===== src/rtl/vga_sched_pkg.sv =====
// vga_sched_pkg: shared state encoding and raster defaults for vga_read_scheduler.
package vga_sched_pkg;
    typedef enum logic [1:0] {
        ST_STARTUP = 2'd0,
        ST_ARMED   = 2'd1,
        ST_STREAM  = 2'd2,
        ST_RESYNC  = 2'd3
    } sched_state_e;

    localparam int H_ACTIVE_DEF = 640;
    localparam int V_ACTIVE_DEF = 480;
    localparam int X_START_DEF  = 1;

    function automatic logic [11:0] bar_colour(input logic [2:0] idx);
        return {{4{idx[2]}}, {4{idx[1]}}, {4{idx[0]}}};
    endfunction
endpackage


===== src/rtl/vga_test_pattern.sv =====
// vga_test_pattern: 64-pixel-wide eight-colour bars derived from the raster column.
module vga_test_pattern
    import vga_sched_pkg::*;
#(
    parameter int COORD_W = 12,
    parameter int X_START = X_START_DEF
) (
    input  logic [COORD_W-1:0] pixel_x,
    output logic [11:0]        rgb
);
    logic [COORD_W-1:0] offs;

    always_comb begin
        offs = pixel_x - COORD_W'(X_START);
        rgb  = bar_colour(3'(offs >> 6));
    end
endmodule


===== src/rtl/vga_read_scheduler.sv =====
// vga_read_scheduler: paces async-FIFO pixel reads against the VGA raster, with underflow resync.
// Optional VGA_SCHED_TEST_PATTERN_EN shows colour bars while not streaming.
module vga_read_scheduler
    import vga_sched_pkg::*;
#(
    parameter int H_ACTIVE       = H_ACTIVE_DEF,
    parameter int V_ACTIVE       = V_ACTIVE_DEF,
    parameter int X_START        = X_START_DEF,
    parameter int STARTUP_FRAMES = 1,
    parameter int COORD_W        = 12,
    parameter int UFLOW_W        = 16
) (
    input  logic               clk,
    input  logic               rst,
    input  logic [COORD_W-1:0] pixel_x,
    input  logic [COORD_W-1:0] pixel_y,
    input  logic               hsync_in,
    input  logic               vsync_in,
    input  logic               fifo_empty,
    input  logic [11:0]        fifo_din,
    output logic               fifo_rd_en,
    output logic [3:0]         vga_r,
    output logic [3:0]         vga_g,
    output logic [3:0]         vga_b,
    output logic               vga_hs,
    output logic               vga_vs,
    output logic               streaming,
    output logic [UFLOW_W-1:0] underflow_cnt
);
    sched_state_e       state_q, state_d;
    logic [3:0]         frame_cnt_q, frame_cnt_d;
    logic [UFLOW_W-1:0] ucnt_q, ucnt_d;
    logic [11:0]        rgb_q, rgb_d;
    logic               hs_q, vs_q, streaming_q, streaming_d;
    logic               active, frame_tick, first_px, vblank_start, rd_en;
    logic [11:0]        idle_rgb;

`ifdef VGA_SCHED_TEST_PATTERN_EN
    logic [11:0] pattern_rgb;

    vga_test_pattern #(.COORD_W(COORD_W), .X_START(X_START)) u_pattern (
        .pixel_x (pixel_x),
        .rgb     (pattern_rgb)
    );

    assign idle_rgb = active ? pattern_rgb : 12'h000;
`else
    assign idle_rgb = 12'h000;
`endif

    always_comb begin
        active       = pixel_x >= COORD_W'(X_START) && pixel_x <= COORD_W'(X_START + H_ACTIVE - 1) &&
                       pixel_y < COORD_W'(V_ACTIVE);
        frame_tick   = pixel_x == '0 && pixel_y == '0;
        first_px     = pixel_x == COORD_W'(X_START) && pixel_y == '0;
        vblank_start = pixel_x == '0 && pixel_y == COORD_W'(V_ACTIVE);
    end

    always_comb begin
        state_d     = state_q;
        frame_cnt_d = frame_cnt_q;
        ucnt_d      = ucnt_q;
        rd_en       = 1'b0;
        rgb_d       = idle_rgb;
        case (state_q)
            ST_STARTUP: begin
                if (frame_cnt_q >= 4'(STARTUP_FRAMES))
                    state_d = ST_ARMED;
                else if (frame_tick)
                    frame_cnt_d = frame_cnt_q + 4'd1;
            end
            ST_ARMED: begin
                if (first_px && !fifo_empty) begin
                    rd_en   = 1'b1;
                    rgb_d   = fifo_din;
                    state_d = ST_STREAM;
                end
            end
            ST_STREAM: begin
                rgb_d = 12'h000;
                if (active && !fifo_empty) begin
                    rd_en = 1'b1;
                    rgb_d = fifo_din;
                end else if (active) begin
                    ucnt_d  = &ucnt_q ? ucnt_q : ucnt_q + UFLOW_W'(1);
                    state_d = ST_RESYNC;
                end
            end
            ST_RESYNC: begin
                rd_en = !fifo_empty;
                if (vblank_start)
                    state_d = ST_ARMED;
            end
        endcase
        streaming_d = state_d == ST_STREAM;
    end

    // Reset gates the pop directly since it must drop before the next clock edge.
    assign fifo_rd_en = rd_en && !fifo_empty && !rst;

    always_ff @(posedge clk or posedge rst) begin
        if (rst) begin
            state_q     <= ST_STARTUP;
            frame_cnt_q <= 4'd0;
            ucnt_q      <= '0;
            rgb_q       <= 12'h000;
            hs_q        <= 1'b1;
            vs_q        <= 1'b1;
            streaming_q <= 1'b0;
        end else begin
            state_q     <= state_d;
            frame_cnt_q <= frame_cnt_d;
            ucnt_q      <= ucnt_d;
            rgb_q       <= rgb_d;
            hs_q        <= hsync_in;
            vs_q        <= vsync_in;
            streaming_q <= streaming_d;
        end
    end

    assign {vga_r, vga_g, vga_b} = rgb_q;
    assign vga_hs                = hs_q;
    assign vga_vs                = vs_q;
    assign streaming             = streaming_q;
    assign underflow_cnt         = ucnt_q;
endmodule

===== config.mk =====
export PLATFORM = sky130hd
export DESIGN_NAME = vga_read_scheduler
export DESIGN_NICKNAME = d
export VERILOG_FILES = /design/src/rtl/vga_sched_pkg.sv /design/src/rtl/vga_test_pattern.sv /design/src/rtl/vga_read_scheduler.sv
export SDC_FILE = /design/constraint.sdc
export NUM_CORES = 1
export LEC_CHECK = 0
export ABC_AREA = 1
export ABC_CLOCK_PERIOD_IN_PS = 2200
export CORE_MARGIN = 2
export CORE_UTILIZATION = 47
export CTS_BUF_LIST = sky130_fd_sc_hd__clkbuf_4 sky130_fd_sc_hd__clkbuf_8
export CTS_CLUSTER_DIAMETER = 30
export DETAILED_ROUTE_END_ITERATION = 8
export GPL_TIMING_DRIVEN = 0
export PLACE_DENSITY = 0.78
export RECOVER_POWER = 25
export SLEW_MARGIN = 20
export SYNTH_ARGS = -nofsm -noshare
export SYNTH_HDL_FRONTEND = slang
export SYNTH_SLANG_ARGS = --single-unit

===== constraint.sdc =====
create_clock -name clk -period 2.2 [get_ports clk]
set_input_delay 0.33 -clock clk [delete_from_list [all_inputs] [get_ports clk]]
set_output_delay 0.33 -clock clk [all_outputs]
set_load 0.03 [all_outputs]

Word level (Yosys, flattened, before mapping)
Cells that the tools add are included.
{"block": "word_totals", "register_bits": 37, "latch_bits": 0, "ramBits": 0, "romBits": 0, "out_inout_bits": 32, "n_memories": 0}
{"block": "classes", "addsub": 2, "mul": 0, "div": 0, "order_cmp": 4, "n_eq_ne": 6, "shifts": 0, "mux": 12, "bitwise_logic": 3, "reduce_logical": 17}
{"operator": "12-bit logical NOT", "n": 2}
{"operator": "12-bit two-way mux", "n": 2}
{"operator": "12-bit case mux with 2 select lines", "n": 1}
{"operator": "16-bit by 1-bit adder with 16-bit output, second input constant", "n": 1}
{"operator": "16-bit AND reduction", "n": 1}
{"operator": "12-bit by 1-bit == test with 1-bit output, second input constant", "n": 1}
{"operator": "12-bit by 9-bit == test with 1-bit output, second input constant", "n": 1}
{"operator": "12-bit by 1-bit greater-or-equal comparator with 1-bit output, second input constant", "n": 1}
{"operator": "12-bit by 10-bit less-or-equal comparator with 1-bit output, second input constant", "n": 1}
{"operator": "12-bit by 9-bit less-than comparator with 1-bit output, second input constant", "n": 1}
{"operator": "2-bit two-way mux", "n": 5}
{"operator": "1-bit logical AND", "n": 9}
{"operator": "2-bit case mux with 4 select lines", "n": 1}
{"operator": "2-bit == test, second input constant", "n": 3}
{"operator": "4-bit by 1-bit adder with 4-bit output, second input constant", "n": 1}
{"operator": "4-bit by 1-bit greater-or-equal comparator with 1-bit output, second input constant", "n": 1}
{"operator": "4-bit AND reduction", "n": 1}
{"operator": "1-bit inverter", "n": 3}
{"operator": "1-bit case mux with 3 select lines", "n": 1}
{"operator": "3-bit AND reduction", "n": 1}
{"operator": "2-bit by 1-bit == test with 1-bit output, second input constant", "n": 1}
{"operator": "1-bit logical NOT", "n": 2}
{"operator": "2-bit logical NOT", "n": 1}
{"operator": "1-bit two-way mux", "n": 2}

Logic depth before layout (Yosys ltp)
Gate-level depths: netlist (run 1).
{"block": "logic_depth", "word_depth": 8, "mapped_depth": 12}

Worst setup path after synthesis (run 1)
No wires, ideal clock.
{"block": "synth_timing", "path_type": "reg2reg", "from": "reg ucnt_q[0] (netlist: underflow_cnt[0])", "to": "reg ucnt_q[9] (netlist: underflow_cnt[9])", "setup_ps": 121, "t_arrival_ps": 1619, "required_ps": 2079, "path_slack_ps": 460, "stages_incl_launch_ff": 11, "synth_period_minus_slack_ps": 1740, "path_cell_list": "dfrtp_1 > ha_1 > nand3_2 > inv_2 > nand3_1 > nor2_1 > a21boi_1 > nand2_2 > buf_6 > o21ai_1 > nand2_1"}
{"block": "synth_via", "elab_chain_cells": 3, "elab_cells_between_ends": 4, "classes_between": "1 x add/sub; 1 x bitwise; 2 x reduce/logical"}
{"item": "start: declaration", "line": "vga_read_scheduler.sv:32", "text": "logic [UFLOW_W-1:0] ucnt_q, ucnt_d;"}
{"item": "start signal: assignment", "line": "vga_read_scheduler.sv:113", "text": "ucnt_q <= ucnt_d;"}
{"item": "branches (longest 3 deep; another with 16-bit by 1-bit adder with 16-bit output)"}
Several ways; the timed one is not identified.
A chain may end at the register's enable or synchronous reset.

Worst setup path after layout (run 1)
{"block": "layout_timing", "from": "in pixel_x[8]", "to": "out fifo_rd_en"}
{"block": "layout_via", "elab_chain_cells": 8, "elab_cells_between_ends": 13, "classes_between": "2 x order compare; 1 x eq/ne; 3 x mux; 7 x reduce/logical"}
{"item": "start: declaration", "line": "vga_read_scheduler.sv:15", "text": "input logic [COORD_W-1:0] pixel_x,"}
{"item": "12-bit by 1-bit greater-or-equal comparator with 1-bit output / 12-bit by 10-bit less-or-equal comparator with 1-bit output (equally long branches)", "line": "vga_read_scheduler.sv:52", "text": "active = pixel_x >= COORD_W'(X_START) && pixel_x <= COORD_W'(X_START + H_ACTIVE - 1) &&"}
{"item": "1-bit logical AND (2 in series)", "line": "vga_read_scheduler.sv:52"}
{"item": "1-bit logical AND", "line": "vga_read_scheduler.sv:81", "text": "if (active && !fifo_empty) begin"}
{"item": "1-bit two-way mux", "line": "vga_read_scheduler.sv:81"}
{"item": "1-bit case mux with 3 select lines *", "line": "vga_read_scheduler.sv:65", "text": "case (state_q)"}
{"item": "1-bit logical AND * (2 in series)", "line": "vga_read_scheduler.sv:99", "text": "assign fifo_rd_en = rd_en && !fifo_empty && !rst;"}
{"item": "end: declaration", "line": "vga_read_scheduler.sv:21", "text": "output logic fifo_rd_en,"}
Mark *: on every way between the ends. The rest lies on a longest branch, timed or not.

==> out/metrics.cfg, run 1 <==
[run_status]
status = finished, final reports clean

[flow_run]
cap_viol_max_count = 0

[grt]
antenna_found_initial = 0
track_usage_pct = 20.14
grt_pass1_vias = 2008
globalRouteOverflowTotal = 0
grt_max_degree = 30
grt_first_pass_wirelength_um = 8314

[timing]
finalHoldViolations = 0
max_slew_margin_pct = 51.25
timing.hold.ws_ps = 479.6
fmax_mhz = 476.8
layout_worst_path_cycle_share_pct = 95.33
skew_ps = 2.596
setup_viol = 0
worstMarginPinSlew_ps = 731.2
fin_crit_ps = 2097
drv_slew = 0
finalSetupTns_ps = 0

[route]
drt-initial-drc-count = 71
vias = 1996
dr.pass1.iters = 4
wirelength_um = 4672
postRouteAntennaNets = 0
vias_per_cell = 4.833
wl_per_cell_um = 11.31
drcViolationCount = 0

[cts]
cts.htree.levels = 2
cts_tree = built
clk_pin_slew_ps = 70
clk_path_buf_depth = 2
cts-root-buf = clkbuf_8
cts_buffers = 5
clk_latency_ps = 280
cts_num_sinks = 37

[placement]
port_buffers = 72
hpwl_um = 3648
placed_cells = 404
routabilityCongestion = 0.8120

[synth]
ys_ff_latch = 37
synthCells = 279
synthesis.nets = 330
syn_area_um2 = 2206
synth_top_area_share_pct = 39.71
post-synth-top-area-cell = dfrtp_1
synthArstFlopShare_pct = 100.0
syn_area_per_cell_um2 = 7.906
synthFlopType = dfrtp_1
synthTopCellsByArea = dfrtp_1, nand2_1, inv_1, ha_1, nor2_1
synth_cell_types = 34
synth_edf_count = 0
yosysWarningCount = 0
ys_seq_area_share_pct = 42.09

[cells_and_area]
final_common_cell = nand2_1
layout_common_cells = nand2_1, clkdlybuf4s50_1, inv_1, dfrtp_1, nor2_1
fin_nets = 411
final_util_pct = 70.72
final_cells = 413
n_antenna_cell = 0
drive_gt1_share_pct = 14.40
syn_to_final_growth_pct = 42.48

[power]
power_density_nw_per_um2 = 456.4
p_leak_nw = 1.522
ir_drop_mv = 0.6179
power.total_w = 0.001434

[worst_setup_path]
critPathLaunchType = input port
cp.required_ps = 1870
cp.arrival_ps = 1770
slowest_stage = clkdlybuf4s50_1
path_delay_family = simple AND/OR/NAND/NOR gates
cp-end-kind = primary output
cp_cell_sequence = clkdlybuf4s50_1 > nor2_2 > nand2_2 > nor2_4 > nand4_2 > nor2_2 > inv_2 > nand3_1 > nand2_1 > inv_1 > buf_6
path_common_cell = nor2_2
crit_type = in2out
crit_path_max_fanout = 3
max_stage_delay_ps = 460
worst-path-buf-inv = 4

[floorplan]
die_h_um = 72.51
die-area_um2 = 5257
fp.dieW_um = 72.51
start_util_pct = 49.63
core_area_um2 = 4444
num_rows = 24
io_pins = 73

[worst_hold_path]
hold_path.class = in2async

where the power goes:
part | leakage [nW] | internal, W | switching, W | total, W
registers | 0.500 | 0.000683 | 0.000000490 | 0.000684
clock network | 0.0619 | 0.000382 | 0.000236 | 0.000618
logic | 0.961 | 0.0000765 | 0.0000564 | 0.000133
total | 1.52 | 0.00114 | 0.000293 | 0.00143
metrics by stage:
stage	area [µm²]	setup slack, ps
2_1_floorplan	2206	460.1
3_3_place_gp	2992	-436.0
3_5_place_dp	3012	-446.7
4_1_cts	3127	26.29
5_1_grt	3143	-6.381
6_report	3143	102.7
path summary, 6_finish.rpt:
path	slack, ps	endpoint	startpoint	cells after the start
setup / recovery	100	fifo_rd_en	pixel_x[8]	11
hold / removal	480	frame_cnt_q[0]	rst	2
setup reg to reg	490	underflow_cnt[1]	underflow_cnt[0]	9
hold reg to reg	480	frame_cnt_q[3]	frame_cnt_q[3]	1
max in group asynchronous	690	rgb_q[8]	rst	3
min in group clk	480	frame_cnt_q[3]	frame_cnt_q[3]	1
final cells by class:
class,instances,area [µm²]
fillers,349,1301
repair buffers,74,742.0
well taps,52,65.06
multi-input cells,195,1090
plain buffers,6,43.79
flip-flops and latches,37,928.4
clock inverters,1,30.03
clock buffers,7,90.09
inverters,41,153.9
cell families after synthesis:
kind of cell    Yosys count  share of synthesized area, %
xor+xnor                 15                         5.955
simple gates            160                         34.66
flops                    37                         42.09
fa+ha+maj                10                         5.672
buf+inv                  47                         8.962
compound gates           10                         2.666
layer usage:
metal	GRT usage [%]	vias to the layer above	part of all wire, %
li1	-	1020	-
met1	21.51	913	42
met2	36.80	53	51
met3	7.083	10	6.2
met4	6.790	0	1.4
met5	0	-	0
flip-flops by register name (all words and copies together) (netlist names):
signal / cells
vga_hs: 1
vga_vs: 1
state_q: 2
streaming: 1
underflow_cnt: 16
frame_cnt_q: 4
rgb_q: 12
timing repair:
item / in CTS / in global routing
setup endpoints to repair: 1 / 1
pin swaps: 0 / 3
hold buffers: 0 / 0
setup buffers: 0 / 1
gates resized for setup: 5 / 9
Yosys cell counts, types with 5 or more instances:
cell type  count
nand3_1       20
nor2_2        13
nand2_1       71
dfrtp_1       35
xor2_1         5
ha_1          10
o21ai_1        5
xnor2_1       10
nand2_2        6
nor2_1        28
inv_1         36
worst register-to-register path, stage by stage (launching register included):
cell	delay [ps]
dfrtp_1	420
ha_1	250
nand3_2	120
inv_2	50
nand3_1	130
nor2_1	50
a21boi_1	170
buf_2	260
nand3_1	120
nand2_1	90
Power figures use the tool's default switching activity.
==> run 2, diff against run 1 <==
Settings changed: CORE_UTILIZATION 47 to 57, DONT_BUFFER_PORTS set to 1, PLACE_DENSITY 0.78 to 0.68.
==> out/metrics.cfg, run 2 (same netlist as run 1, synthesis figures left out) <==
[route]
drt-initial-drc-count = 73  ; +2.8%
postRouteAntennaNets = 0  ; unchanged
vias = 1685  ; -16%
vias_per_cell = 5.000  ; +3.5%
drcViolationCount = 0  ; unchanged
wirelength_um = 4131  ; -12%
wl_per_cell_um = 12.26  ; +8.4%
dr.pass1.iters = 4  ; unchanged

[power]
p_clk_share_pct = 44.4  ; +1.3 points
cellInternalPower_w = 0.001043  ; -8.7%
p_leak_nw = 1.231  ; -19%
p_sw_share_pct = 21.94  ; +1.5 points
seqPwrFrac_pct = 51.5  ; +3.8 points
power_density_nw_per_um2 = 552.9  ; +21%
p_comb_share_pct = 4.1  ; -5.2 points
p_sw_w = 0.0002931  ; about the same
ir_drop_mv = 0.4347  ; -30%

[run_status]
status = finished, final reports clean

[worst_setup_path]
max_stage_delay_ps = 430  ; -30 ps
cp_cell_sequence = inv_1 > ha_1 > inv_1 > nor2_2 > inv_2 > nand3_1 > nand2_1 > inv_1
path_delay_family = buffers and inverters
critPathLaunchType = flip-flop
path_common_cell = inv_1
crit_type = reg2out
cp-end-kind = primary output
worst-path-buf-inv = 4  ; unchanged
crit_path_max_fanout = 5  ; +2
cp.required_ps = 1870  ; about the same
cp.arrival_ps = 1620  ; -150 ps
slowest_stage = dfrtp_1

[cells_and_area]
layout_common_cells = nand2_1, inv_1, dfrtp_1
fin_nets = 339  ; -18%
multi_input_area_um2 = 1080  ; -0.92%
ff_latch_area_um2 = 928.4  ; unchanged
final_util_pct = 65.50  ; -5.2 points
fillers = 339  ; -2.9%
largest_register_ff_count = 16  ; unchanged
drive_gt1_share_pct = 16.61  ; +2.2 points
n_antenna_cell = 0  ; unchanged
final_common_cell = nand2_1
syn_to_final_growth_pct = 9.529

[timing]
finalSetupTns_ps = 0  ; unchanged
drv_slew = 0  ; unchanged
worstMarginPinSlew_ps = 746.7  ; +15.53 ps
rsz0062_at_grt = no
max_slew_margin_pct = 49.76  ; -1.5 points
finalHoldViolations = 0  ; unchanged
layout_worst_path_cycle_share_pct = 88.74  ; -6.6 points
fmax_mhz = 512.2  ; +7.4%
setup_viol = 0  ; unchanged
skew_ps = 8.244  ; +5.648 ps
fin_crit_ps = 1952  ; -145.1 ps

[worst_hold_path]
hold_path.class = in2reg

[grt]
grt_max_degree = 24  ; -20%
globalRouteOverflowTotal = 0  ; unchanged
grt_first_pass_wirelength_um = 7058  ; -15%
grt_pass1_vias = 1700  ; -15%
track_usage_pct = 21.19  ; +1.0 points
antenna_found_initial = 0  ; unchanged

[floorplan]
die-area_um2 = 4384  ; -17%
fp.dieW_um = 66.21  ; -8.7%
die_h_um = 66.21  ; -8.7%
core_area_um2 = 3689  ; -17%
num_rows = 22  ; -8.3%
start_util_pct = 59.80  ; +10 points
io_pins = 73  ; unchanged

[cts]
cts_resized = 0  ; -5
cts_num_sinks = 37  ; unchanged
clk_path_buf_depth = 2  ; unchanged
cts_tree = built
cts-root-buf = clkbuf_8
cts_buffers = 5  ; unchanged
clk_latency_ps = 290  ; about the same
cts.htree.levels = 2  ; unchanged
clk_pin_slew_ps = 80  ; about the same

[placement]
port_buffers = 0  ; -100%
routabilityCongestion = 0.8463  ; +4.2%
hpwl_um = 3235  ; -11%

[flow_run]
cap_viol_max_count = 0  ; unchanged

## run 2: changes by cell type in the layout (fill, tap and decap cells not counted), sizes merged
| cell | change |
|---|---|
| inv | +1 |
| buf | -1 |
| clkbuf | -3 |
| clkinv | +1 |
| clkdlybuf4s50 | -65 |
| dlymetal6s2s | -3 |
| dlygate4sd3 | -2 |
## run 2: layout make-up
cell class | instances | share of cell area, %
inverters | 41 | 6.370
flip-flops and latches | 37 | 38.43
multi-input cells | 195 | 44.69
clock inverters | 3 | 1.813
repair buffers | 2 | 1.554
well taps | 48 | 2.486
clock buffers | 5 | 2.848
plain buffers | 6 | 1.813
## run 2: metal layers
layer	wire, µm	track usage [%]
met3	341	8.007
met2	1893	35.50
met4	87	8.929
met1	1808	24.07
met5	0	0
## run 2: power groups by stage
stage,Combinational (W),Sequential [W],Clock [W]
global route,0.0000634,0.000688,0.000632
global placement,0.0000478,0.000701,0
finish,0.0000545,0.000688,0.000594
floorplan,0.0000408,0.000701,0
CTS,0.0000569,0.000688,0.000609
detailed placement,0.0000553,0.000701,0
## run 2: repair_timing
action	4_1_cts	5_1_grt
setup buffers	0	0
hold buffers	1	0
endpoints found under the hold margin	14	0
## run 2: worst paths after layout
path	startpoint	to	slack, ps	cells past startpoint
max	state_q[1]	fifo_rd_en	250	8
min	hsync_in	vga_hs	30	0
max reg2reg	underflow_cnt[0]	underflow_cnt[10]	270	10
min reg2reg	frame_cnt_q[3]	frame_cnt_q[3]	470	1
max in group asynchronous	rst	vga_vs	1000	3
min in group asynchronous	rst	underflow_cnt[5]	580	2
## run 2: per-stage QoR
stage / cell area [µm²] / hold WS (ps) / instances / worst slack, ps / total power (W)
finish: 2416 / 27.16 / 337 / 247.8 / 0.001336
global route: 2416 / 10.96 / 337 / 85.27 / 0.001384
CTS: 2416 / 20.31 / 337 / 230.0 / 0.001354
detailed placement: 2293 / 221.2 / 328 / 273.4 / 0.0007564
global placement: 2266 / 334.5 / 327 / 294.6 / 0.0007490
floorplan: 2206 / 334.5 / 279 / 460.1 / 0.0007417
